## src/rtl/acc_bank_pkg.sv

```systemverilog
`default_nettype none
// ============================================================================
// Module      : acc_bank_pkg
// Description : Shared op encodings, FSM state type and width helper for the
//               accumulator bank.
// Revision    : 1.0 - initial release
// ============================================================================
package acc_bank_pkg;

    // Op encodings carried on in_op
    localparam logic [1:0] OP_ADD  = 2'b00;
    localparam logic [1:0] OP_SUB  = 2'b01;
    localparam logic [1:0] OP_LOAD = 2'b10;
    localparam logic [1:0] OP_CLR  = 2'b11;

    // Bank controller states
    typedef enum logic [0:0] {
        ST_IDLE  = 1'b0,
        ST_SWEEP = 1'b1
    } state_t;

    // Channel index width; a single channel still needs one index bit
    function automatic int ch_width(input int n);
        return (n > 1) ? $clog2(n) : 1;
    endfunction

endpackage
`default_nettype wire

```

## src/rtl/acc_bank_if.sv

```systemverilog
`default_nettype none
// ============================================================================
// Module      : acc_bank_if
// Description : Op, result, readback and sweep-control signals of the
//               accumulator bank. master = requester, slave = bank.
// Revision    : 1.0 - initial release
// ============================================================================
interface acc_bank_if
    import acc_bank_pkg::*;
#(
    parameter int NCH = 4,
    parameter int W   = 16,
    parameter int IW  = 8
);
    localparam int CW = ch_width(NCH);

    logic          in_valid;
    logic          in_ready;
    logic [CW-1:0] in_ch;
    logic [1:0]    in_op;
    logic [IW-1:0] in_data;
    logic          clear_all;
    logic          res_valid;
    logic [CW-1:0] res_ch;
    logic [W-1:0]  res_data;
    logic          res_ovf;
    logic [CW-1:0] rd_ch;
    logic [W-1:0]  rd_data;
    logic          rd_ovf;
    logic          busy;

    modport master (
        output in_valid, in_ch, in_op, in_data, clear_all, rd_ch,
        input  in_ready, res_valid, res_ch, res_data, res_ovf, rd_data, rd_ovf, busy
    );

    modport slave (
        input  in_valid, in_ch, in_op, in_data, clear_all, rd_ch,
        output in_ready, res_valid, res_ch, res_data, res_ovf, rd_data, rd_ovf, busy
    );

endinterface
`default_nettype wire

```

## src/rtl/acc_alu.sv

```systemverilog
`default_nettype none
// ============================================================================
// Module      : acc_alu
// Description : Combinational next-value unit for one accumulator channel.
//               ADD/SUB evaluated at W+1 bits; carry/borrow reported as ovf
//               and optionally clamped.
// Revision    : 1.0 - initial release
// ============================================================================
module acc_alu
    import acc_bank_pkg::*;
#(
    parameter int W   = 16,
    parameter int SAT = 0
) (
    input  wire logic [W-1:0] i_acc,
    input  wire logic [W-1:0] i_operand,
    input  wire logic [1:0]   i_op,
    output logic      [W-1:0] o_nxt,
    output logic              o_ovf
);

    localparam bit c_SAT = (SAT != 0);

    logic [W:0] w_sum;
    logic [W:0] w_diff;

    // Select next value per op; the extra top bit is carry (ADD) or borrow (SUB)
    always_comb begin
        w_sum  = {1'b0, i_acc} + {1'b0, i_operand};
        w_diff = {1'b0, i_acc} - {1'b0, i_operand};
        o_nxt  = i_acc;
        o_ovf  = 1'b0;
        case (i_op)
            OP_ADD: begin
                o_ovf = w_sum[W];
                o_nxt = (c_SAT && w_sum[W]) ? {W{1'b1}} : w_sum[W-1:0];
            end
            OP_SUB: begin
                o_ovf = w_diff[W];
                o_nxt = (c_SAT && w_diff[W]) ? {W{1'b0}} : w_diff[W-1:0];
            end
            OP_LOAD: o_nxt = i_operand;
            default: o_nxt = {W{1'b0}};
        endcase
    end

endmodule
`default_nettype wire

```

## src/rtl/acc_bank.sv

```systemverilog
`default_nettype none
// ============================================================================
// Module      : acc_bank
// Description : NCH independent W-bit accumulators behind a valid/ready op
//               port, with sticky overflow flags, registered readback and a
//               one-channel-per-cycle clear-all sweep.
// Revision    : 1.0 - initial release
// ============================================================================
module acc_bank
    import acc_bank_pkg::*;
#(
    parameter int NCH = 4,
    parameter int W   = 16,
    parameter int IW  = 8,
    parameter int SAT = 0
) (
    input  wire logic   clk,
    input  wire logic   rst,
    acc_bank_if.slave   bus
);

    localparam int CW = ch_width(NCH);

    logic [W-1:0]  r_acc [NCH];
    logic [NCH-1:0] r_ovf;
    state_t        r_state;
    logic [CW-1:0] r_idx;
    logic          r_busy;
    logic          r_res_valid;
    logic [CW-1:0] r_res_ch;
    logic [W-1:0]  r_res_data;
    logic          r_res_ovf;
    logic [W-1:0]  r_rd_data;
    logic          r_rd_ovf;

    logic          w_ready;
    logic          w_fire;
    logic          w_ch_ok;
    logic [W-1:0]  w_sel_acc;
    logic [W-1:0]  w_rd_acc;
    logic          w_rd_ovf;
    logic [W-1:0]  w_operand;
    logic [W-1:0]  w_alu_nxt;
    logic          w_alu_ovf;

    assign w_ready   = (r_state == ST_IDLE) && !bus.clear_all;
    assign w_fire    = bus.in_valid && w_ready && w_ch_ok;
    assign w_operand = W'(bus.in_data);

    // Channel muxes for the op target and the readback; out-of-range indices select zero
    always_comb begin
        w_ch_ok   = 1'b0;
        w_sel_acc = '0;
        w_rd_acc  = '0;
        w_rd_ovf  = 1'b0;
        for (int i = 0; i < NCH; i++) begin
            if (bus.in_ch == CW'(i)) begin
                w_ch_ok   = 1'b1;
                w_sel_acc = r_acc[i];
            end
            if (bus.rd_ch == CW'(i)) begin
                w_rd_acc = r_acc[i];
                w_rd_ovf = r_ovf[i];
            end
        end
    end

    // Single ALU serves the whole bank since at most one op is accepted per cycle
    acc_alu #(
        .W   (W),
        .SAT (SAT)
    ) u_alu (
        .i_acc     (w_sel_acc),
        .i_operand (w_operand),
        .i_op      (bus.in_op),
        .o_nxt     (w_alu_nxt),
        .o_ovf     (w_alu_ovf)
    );

    // Controller FSM, channel state and all registered outputs
    always_ff @(posedge clk) begin
        if (rst) begin
            for (int i = 0; i < NCH; i++) r_acc[i] <= '0;
            r_ovf       <= '0;
            r_state     <= ST_IDLE;
            r_idx       <= '0;
            r_busy      <= 1'b0;
            r_res_valid <= 1'b0;
            r_res_ch    <= '0;
            r_res_data  <= '0;
            r_res_ovf   <= 1'b0;
            r_rd_data   <= '0;
            r_rd_ovf    <= 1'b0;
        end else begin
            // Readback samples the pre-update channel state
            r_rd_data   <= w_rd_acc;
            r_rd_ovf    <= w_rd_ovf;
            r_res_valid <= w_fire;
            case (r_state)
                ST_IDLE: begin
                    if (bus.clear_all) begin
                        r_state <= ST_SWEEP;
                        r_idx   <= '0;
                        r_busy  <= 1'b1;
                    end else if (w_fire) begin
                        for (int i = 0; i < NCH; i++) begin
                            if (bus.in_ch == CW'(i)) begin
                                r_acc[i] <= w_alu_nxt;
                                if (bus.in_op == OP_CLR) r_ovf[i] <= 1'b0;
                                else if (w_alu_ovf)     r_ovf[i] <= 1'b1;
                            end
                        end
                        r_res_ch   <= bus.in_ch;
                        r_res_data <= w_alu_nxt;
                        r_res_ovf  <= w_alu_ovf;
                    end
                end
                ST_SWEEP: begin
                    for (int i = 0; i < NCH; i++) begin
                        if (r_idx == CW'(i)) begin
                            r_acc[i] <= '0;
                            r_ovf[i] <= 1'b0;
                        end
                    end
                    if (r_idx == CW'(NCH - 1)) begin
                        r_state <= ST_IDLE;
                        r_busy  <= 1'b0;
                    end else begin
                        r_idx <= r_idx + CW'(1);
                    end
                end
                default: r_state <= ST_IDLE;
            endcase
        end
    end

    assign bus.in_ready  = w_ready;
    assign bus.res_valid = r_res_valid;
    assign bus.res_ch    = r_res_ch;
    assign bus.res_data  = r_res_data;
    assign bus.res_ovf   = r_res_ovf;
    assign bus.rd_data   = r_rd_data;
    assign bus.rd_ovf    = r_rd_ovf;
    assign bus.busy      = r_busy;

endmodule
`default_nettype wire

```

## src/flat_wrapper.sv

```systemverilog
// flat-port wrapper written by rule: the top's interface ports become plain ports
module acc_bank_flat import acc_bank_pkg::*;
#(
    parameter int NCH = 4,
    parameter int W   = 16,
    parameter int IW  = 8,
    parameter int SAT = 0
)
  (clk, rst, bus_in_valid, bus_in_ch, bus_in_op, bus_in_data, bus_clear_all, bus_rd_ch, bus_in_ready, bus_res_valid, bus_res_ch, bus_res_data, bus_res_ovf, bus_rd_data, bus_rd_ovf, bus_busy);
  acc_bank_if #(.NCH(NCH), .W(W), .IW(IW)) bus_i ();
  input  wire logic clk;
  input  wire logic rst;
  input wire logic [$bits(bus_i.in_valid)-1:0] bus_in_valid;
  input wire logic [$bits(bus_i.in_ch)-1:0] bus_in_ch;
  input wire logic [$bits(bus_i.in_op)-1:0] bus_in_op;
  input wire logic [$bits(bus_i.in_data)-1:0] bus_in_data;
  input wire logic [$bits(bus_i.clear_all)-1:0] bus_clear_all;
  input wire logic [$bits(bus_i.rd_ch)-1:0] bus_rd_ch;
  output wire logic [$bits(bus_i.in_ready)-1:0] bus_in_ready;
  output wire logic [$bits(bus_i.res_valid)-1:0] bus_res_valid;
  output wire logic [$bits(bus_i.res_ch)-1:0] bus_res_ch;
  output wire logic [$bits(bus_i.res_data)-1:0] bus_res_data;
  output wire logic [$bits(bus_i.res_ovf)-1:0] bus_res_ovf;
  output wire logic [$bits(bus_i.rd_data)-1:0] bus_rd_data;
  output wire logic [$bits(bus_i.rd_ovf)-1:0] bus_rd_ovf;
  output wire logic [$bits(bus_i.busy)-1:0] bus_busy;
  assign bus_i.in_valid = bus_in_valid;
  assign bus_i.in_ch = bus_in_ch;
  assign bus_i.in_op = bus_in_op;
  assign bus_i.in_data = bus_in_data;
  assign bus_i.clear_all = bus_clear_all;
  assign bus_i.rd_ch = bus_rd_ch;
  assign bus_in_ready = bus_i.in_ready;
  assign bus_res_valid = bus_i.res_valid;
  assign bus_res_ch = bus_i.res_ch;
  assign bus_res_data = bus_i.res_data;
  assign bus_res_ovf = bus_i.res_ovf;
  assign bus_rd_data = bus_i.rd_data;
  assign bus_rd_ovf = bus_i.rd_ovf;
  assign bus_busy = bus_i.busy;
  acc_bank #(.NCH(NCH), .W(W), .IW(IW), .SAT(SAT)) u_core (.clk(clk), .rst(rst), .bus(bus_i));
endmodule
```

## config.mk

```make
export PLATFORM = sky130hd
export DESIGN_NAME = acc_bank_flat
export DESIGN_NICKNAME = d
export VERILOG_FILES = /design/src/rtl/acc_bank_pkg.sv /design/src/rtl/acc_bank_if.sv /design/src/rtl/acc_alu.sv /design/src/rtl/acc_bank.sv /design/src/flat_wrapper.sv
export SDC_FILE = /design/constraint.sdc
export NUM_CORES = 1
export LEC_CHECK = 0
export CAP_MARGIN = 30
export CORE_MARGIN = 2
export CORE_UTILIZATION = 59
export DETAILED_ROUTE_END_ITERATION = 16
export GPL_TIMING_DRIVEN = 0
export PLACE_DENSITY_LB_ADDON = 0.15
export SETUP_SLACK_MARGIN = 0.15
export SLEW_MARGIN = 20
export SYNTH_ARGS = -nofsm -noshare
export SYNTH_HDL_FRONTEND = slang
export SYNTH_HIERARCHICAL = 1
export SYNTH_SLANG_ARGS = --single-unit
```

## constraint.sdc

```tcl
create_clock -name clk -period 5.95 [get_ports clk]
set_clock_uncertainty 0.1 [all_clocks]
set_input_delay 1.19 -clock clk [delete_from_list [all_inputs] [get_ports clk]]
set_output_delay 1.19 -clock clk [all_outputs]
set_load 0.005 [all_outputs]
```

==> run metrics <==
die height roughly 110 um; worst skew pair latency between 0.3 and 0.4 ns; Final Net Count approximately 840; via count between 5000 and 6000; ratio of cells with drive above 1 in the final layout 0.113; synthesized flop and latch total between 100 and 150; Crit. End Element flop; final wirelength roughly 17000 um; Port Buffer Count 52; total power approximately 1.7 mW; fmax 0.196 GHz; share of synthesized registers carrying an async set or reset 0; routed len/inst between 15 and 20 um; Leak Pwr roughly 2.9 nW; Synth Instances ~700; WP data required 6.15 ns; CTS tree done; CP arrival 5.31 ns; Syn Area/Cell approximately 9.4 um2; total gr overflow 0; filler instances around 850; CTS buffer count 9; Max Root-Sink Buffers 2; initial drt markers about 550; final core occ 0.700; share of the synthesized area in the top cell type 0.235; Die W around 110 um; number of synthesized flops with an enable pin 32; DR vias/cell roughly 6.0; final setup violation count 0; num ports between 50 and 60; Final Critical Period ~5 ns; sequential-to-total area share from yosys stat 0.382; GR Util All Layers 0.305; HPWL after DPL around 13000 um; largest net degree at the start of global routing 18; RSZ-0062 raised after global routing false; synth top area cells dfxtp_1 (24%), edfxtp_1 (15%), mux4_2 (11%), ha_1 (6.9%), nand2_1 (6.4%); MaxCap Viol Count 0; Clock Pin Slew Worst Setup and Hold Paths roughly 0.090 ns; Post-CTS Setup Bufs 0; Detailed Routing Iterations Pass 1 5; Pwr per Cell Area ~230 mW/mm2; first-pass GRT wire length around 28000 um; fin cells 926; final cycle utilization of the critical path 0.857; Cell Rows 38; vias in the first global route between 5000 and 6000; Antenna diodes 0; final hold slack 0.364 ns; area of the mapped netlist between 0.006 and 0.007 mm2; Rel. slew slack 0.370; crit path max-delay cell type mux4_2; Synth cell types 69; Root Driver clkbuf_8; post-CTS sizing 0; Final Max Tran Viols 0; Remaining DRCs 0; Die Area 0.0120 mm2; Worst Path Buf+Inv 2; kind of critical path in -> reg; crit start category input pin; VDD IR max between 150 and 200 uV; remaining antenna violation count 0; worst-path maximum fanout 10; CTS H-tree lvls 3; top_reg_cell synth dfxtp_1; total core area about 0.011 mm2; Post-CTS Hold Fix Bufs 0; transition time at the pin with the least slew margin around 0.94 ns; Starting Density 0.604; Sink Count between 100 and 150; initial antenna violation count 0; status complete, no violations; largest delay contributor family on the critical path compound AO/OA/AOI/OAI gates; setup_tns 0 ns; Yosys top cell by area dfxtp_1; critical path cell sequence buf_2, buf_2, mux4_2, ha_1, nor2b_1, o31a_1, o2111ai_1, nand2_1, a221o_1, a211oi_1, a21o_1, a21oi_1, o31a_1, a21oi_1, mux2i_1; crit-path max cell delay about 0.61 ns; yosys synthesis warning count 6; Placed Instances between 900 and 1000; RD Place Congestion 0.974; area grow syn2layout 15.8%; Hold Vio Cnt, Final 0; Hold/Removal Path Class reg -> reg
[power by group]
group | total (mW) | leakage (nW) | switching [mW] | internal [mW]
registers | 0.816 | 0.959 | 0.0192 | 0.797
clock network | 0.527 | 0.116 | 0.247 | 0.280
logic | 0.394 | 1.79 | 0.233 | 0.161
[worst paths after layout]
check	start	to	slack, ns	cells after the start
max	bus_in_ch[0]	u_core/r_ovf[1]	0.85	15
min	u_core/bus.res_data[14]	u_core/bus.res_data[14]	0.36	2
max reg2reg	u_core/r_acc[2][2]	u_core/r_ovf[1]	1.90	13
min reg2reg	u_core/bus.res_data[14]	u_core/bus.res_data[14]	0.36	2
[worst register-to-register path, stage by stage (launching register included)]
cell and delay (ns):
edfxtp_1 0.40, mux4_2 0.52, ha_1 0.41, nor2b_1 0.18, o31a_1 0.30, o2111ai_1 0.27, nand2_1 0.16, a221o_1 0.35
a211oi_1 0.25, a21o_1 0.23, a21oi_1 0.09, o31a_1 0.31, a21oi_1 0.21, mux2i_1 0.20
[cell families after synthesis]
family,after synthesis,share of synthesized area
AND/OR/NAND/NOR,243,0.184
AO/OA/AOI/OAI,172,0.168
other,1,0.000573
multiplexers,37,0.120
flip-flops,109,0.382
XOR/XNOR,15,0.0201
buffers and inverters,80,0.0512
adder cells (fa/ha/maj),38,0.0749
[per-layer routing]
layer / global-route usage / vias up / wire length (um)
met2: 0.496 / 249 / 8170
met3: 0.0480 / 50 / 1290
met5: 0 / - / 0
li1: - / 2604 / -
met1: 0.415 / 2673 / 7270
met4: 0.110 / 0 / 447
[placed cells by master, fill, tap and decap left out, types with 3 or more instances in the layout]
master             n
o21bai_1           3
a21oi_1           74
nor2b_1           23
xnor2_1            9
a211oi_1           4
bufinv_16          3
mux4_2            33
nor2_1            18
clkdlybuf4s50_1   52
nand3_1           21
dfxtp_1           77
a21oi_2           10
and3_1             4
ha_1              36
conb_1            23
and2_1            33
clkbuf_8           9
nand2b_1           7
nand3b_1           3
or3_1              5
a31oi_1            4
mux2i_1            3
a211oi_2           3
nor3_1             5
nand2_1          112
edfxtp_1          32
inv_1             34
buf_2             12
o211ai_1           6
a21o_1             6
o21ai_0           31
o21a_1             3
clkbuf_1          30
xor2_1             6
[registers in the layout, indices dropped and copies added (netlist names)]
signal / cells
u_core/bus.res_ch: 2
u_core/bus.res_ovf: 1
u_core/r_acc: 64
u_core/bus.busy: 1
u_core/r_state: 1
u_core/r_idx: 2
u_core/bus.res_valid: 1
u_core/r_ovf: 4
u_core/bus.rd_ovf: 1
u_core/bus.res_data: 16
u_core/bus.rd_data: 16
[stage by stage]
step                instance area, um2  setup slack, ns
floorplan                         6630             1.23
CTS                               7590            0.926
finish                            7590            0.849
detailed placement                7350            0.548
global route                      7590            0.650
global placement                  7330            0.596
[final cells by class]
cell class                 count  area, um2  area share
buffer                        45        204      0.0269
clock buffer                  10        128      0.0168
clock inverter                 6        111      0.0147
inverter                      35        131      0.0173
multi-input combinational    528       3800       0.501
sequential                   109       2500       0.330
tap                          140        175      0.0231
timing repair buffer          53        536      0.0706
[synth_stat cells (3+ instances only)]
cell type,count
nand2_1,112
mux2i_1,3
xor2_1,6
mux4_2,33
buf_2,12
or3_1,5
o21a_1,3
o21bai_1,3
a211oi_1,4
nor2b_1,23
a31oi_1,4
nand3_1,21
and3_1,4
edfxtp_1,32
o211ai_1,6
nand2b_1,7
and2_1,33
ha_1,36
dfxtp_1,77
clkbuf_1,29
a211oi_2,3
xnor2_1,9
o21ai_0,32
nand3b_1,3
a21oi_1,74
nor2_1,18
a21o_1,6
nor3_1,5
a21oi_2,10
inv_1,34
Note: power is estimated with default switching activity, not from simulation.
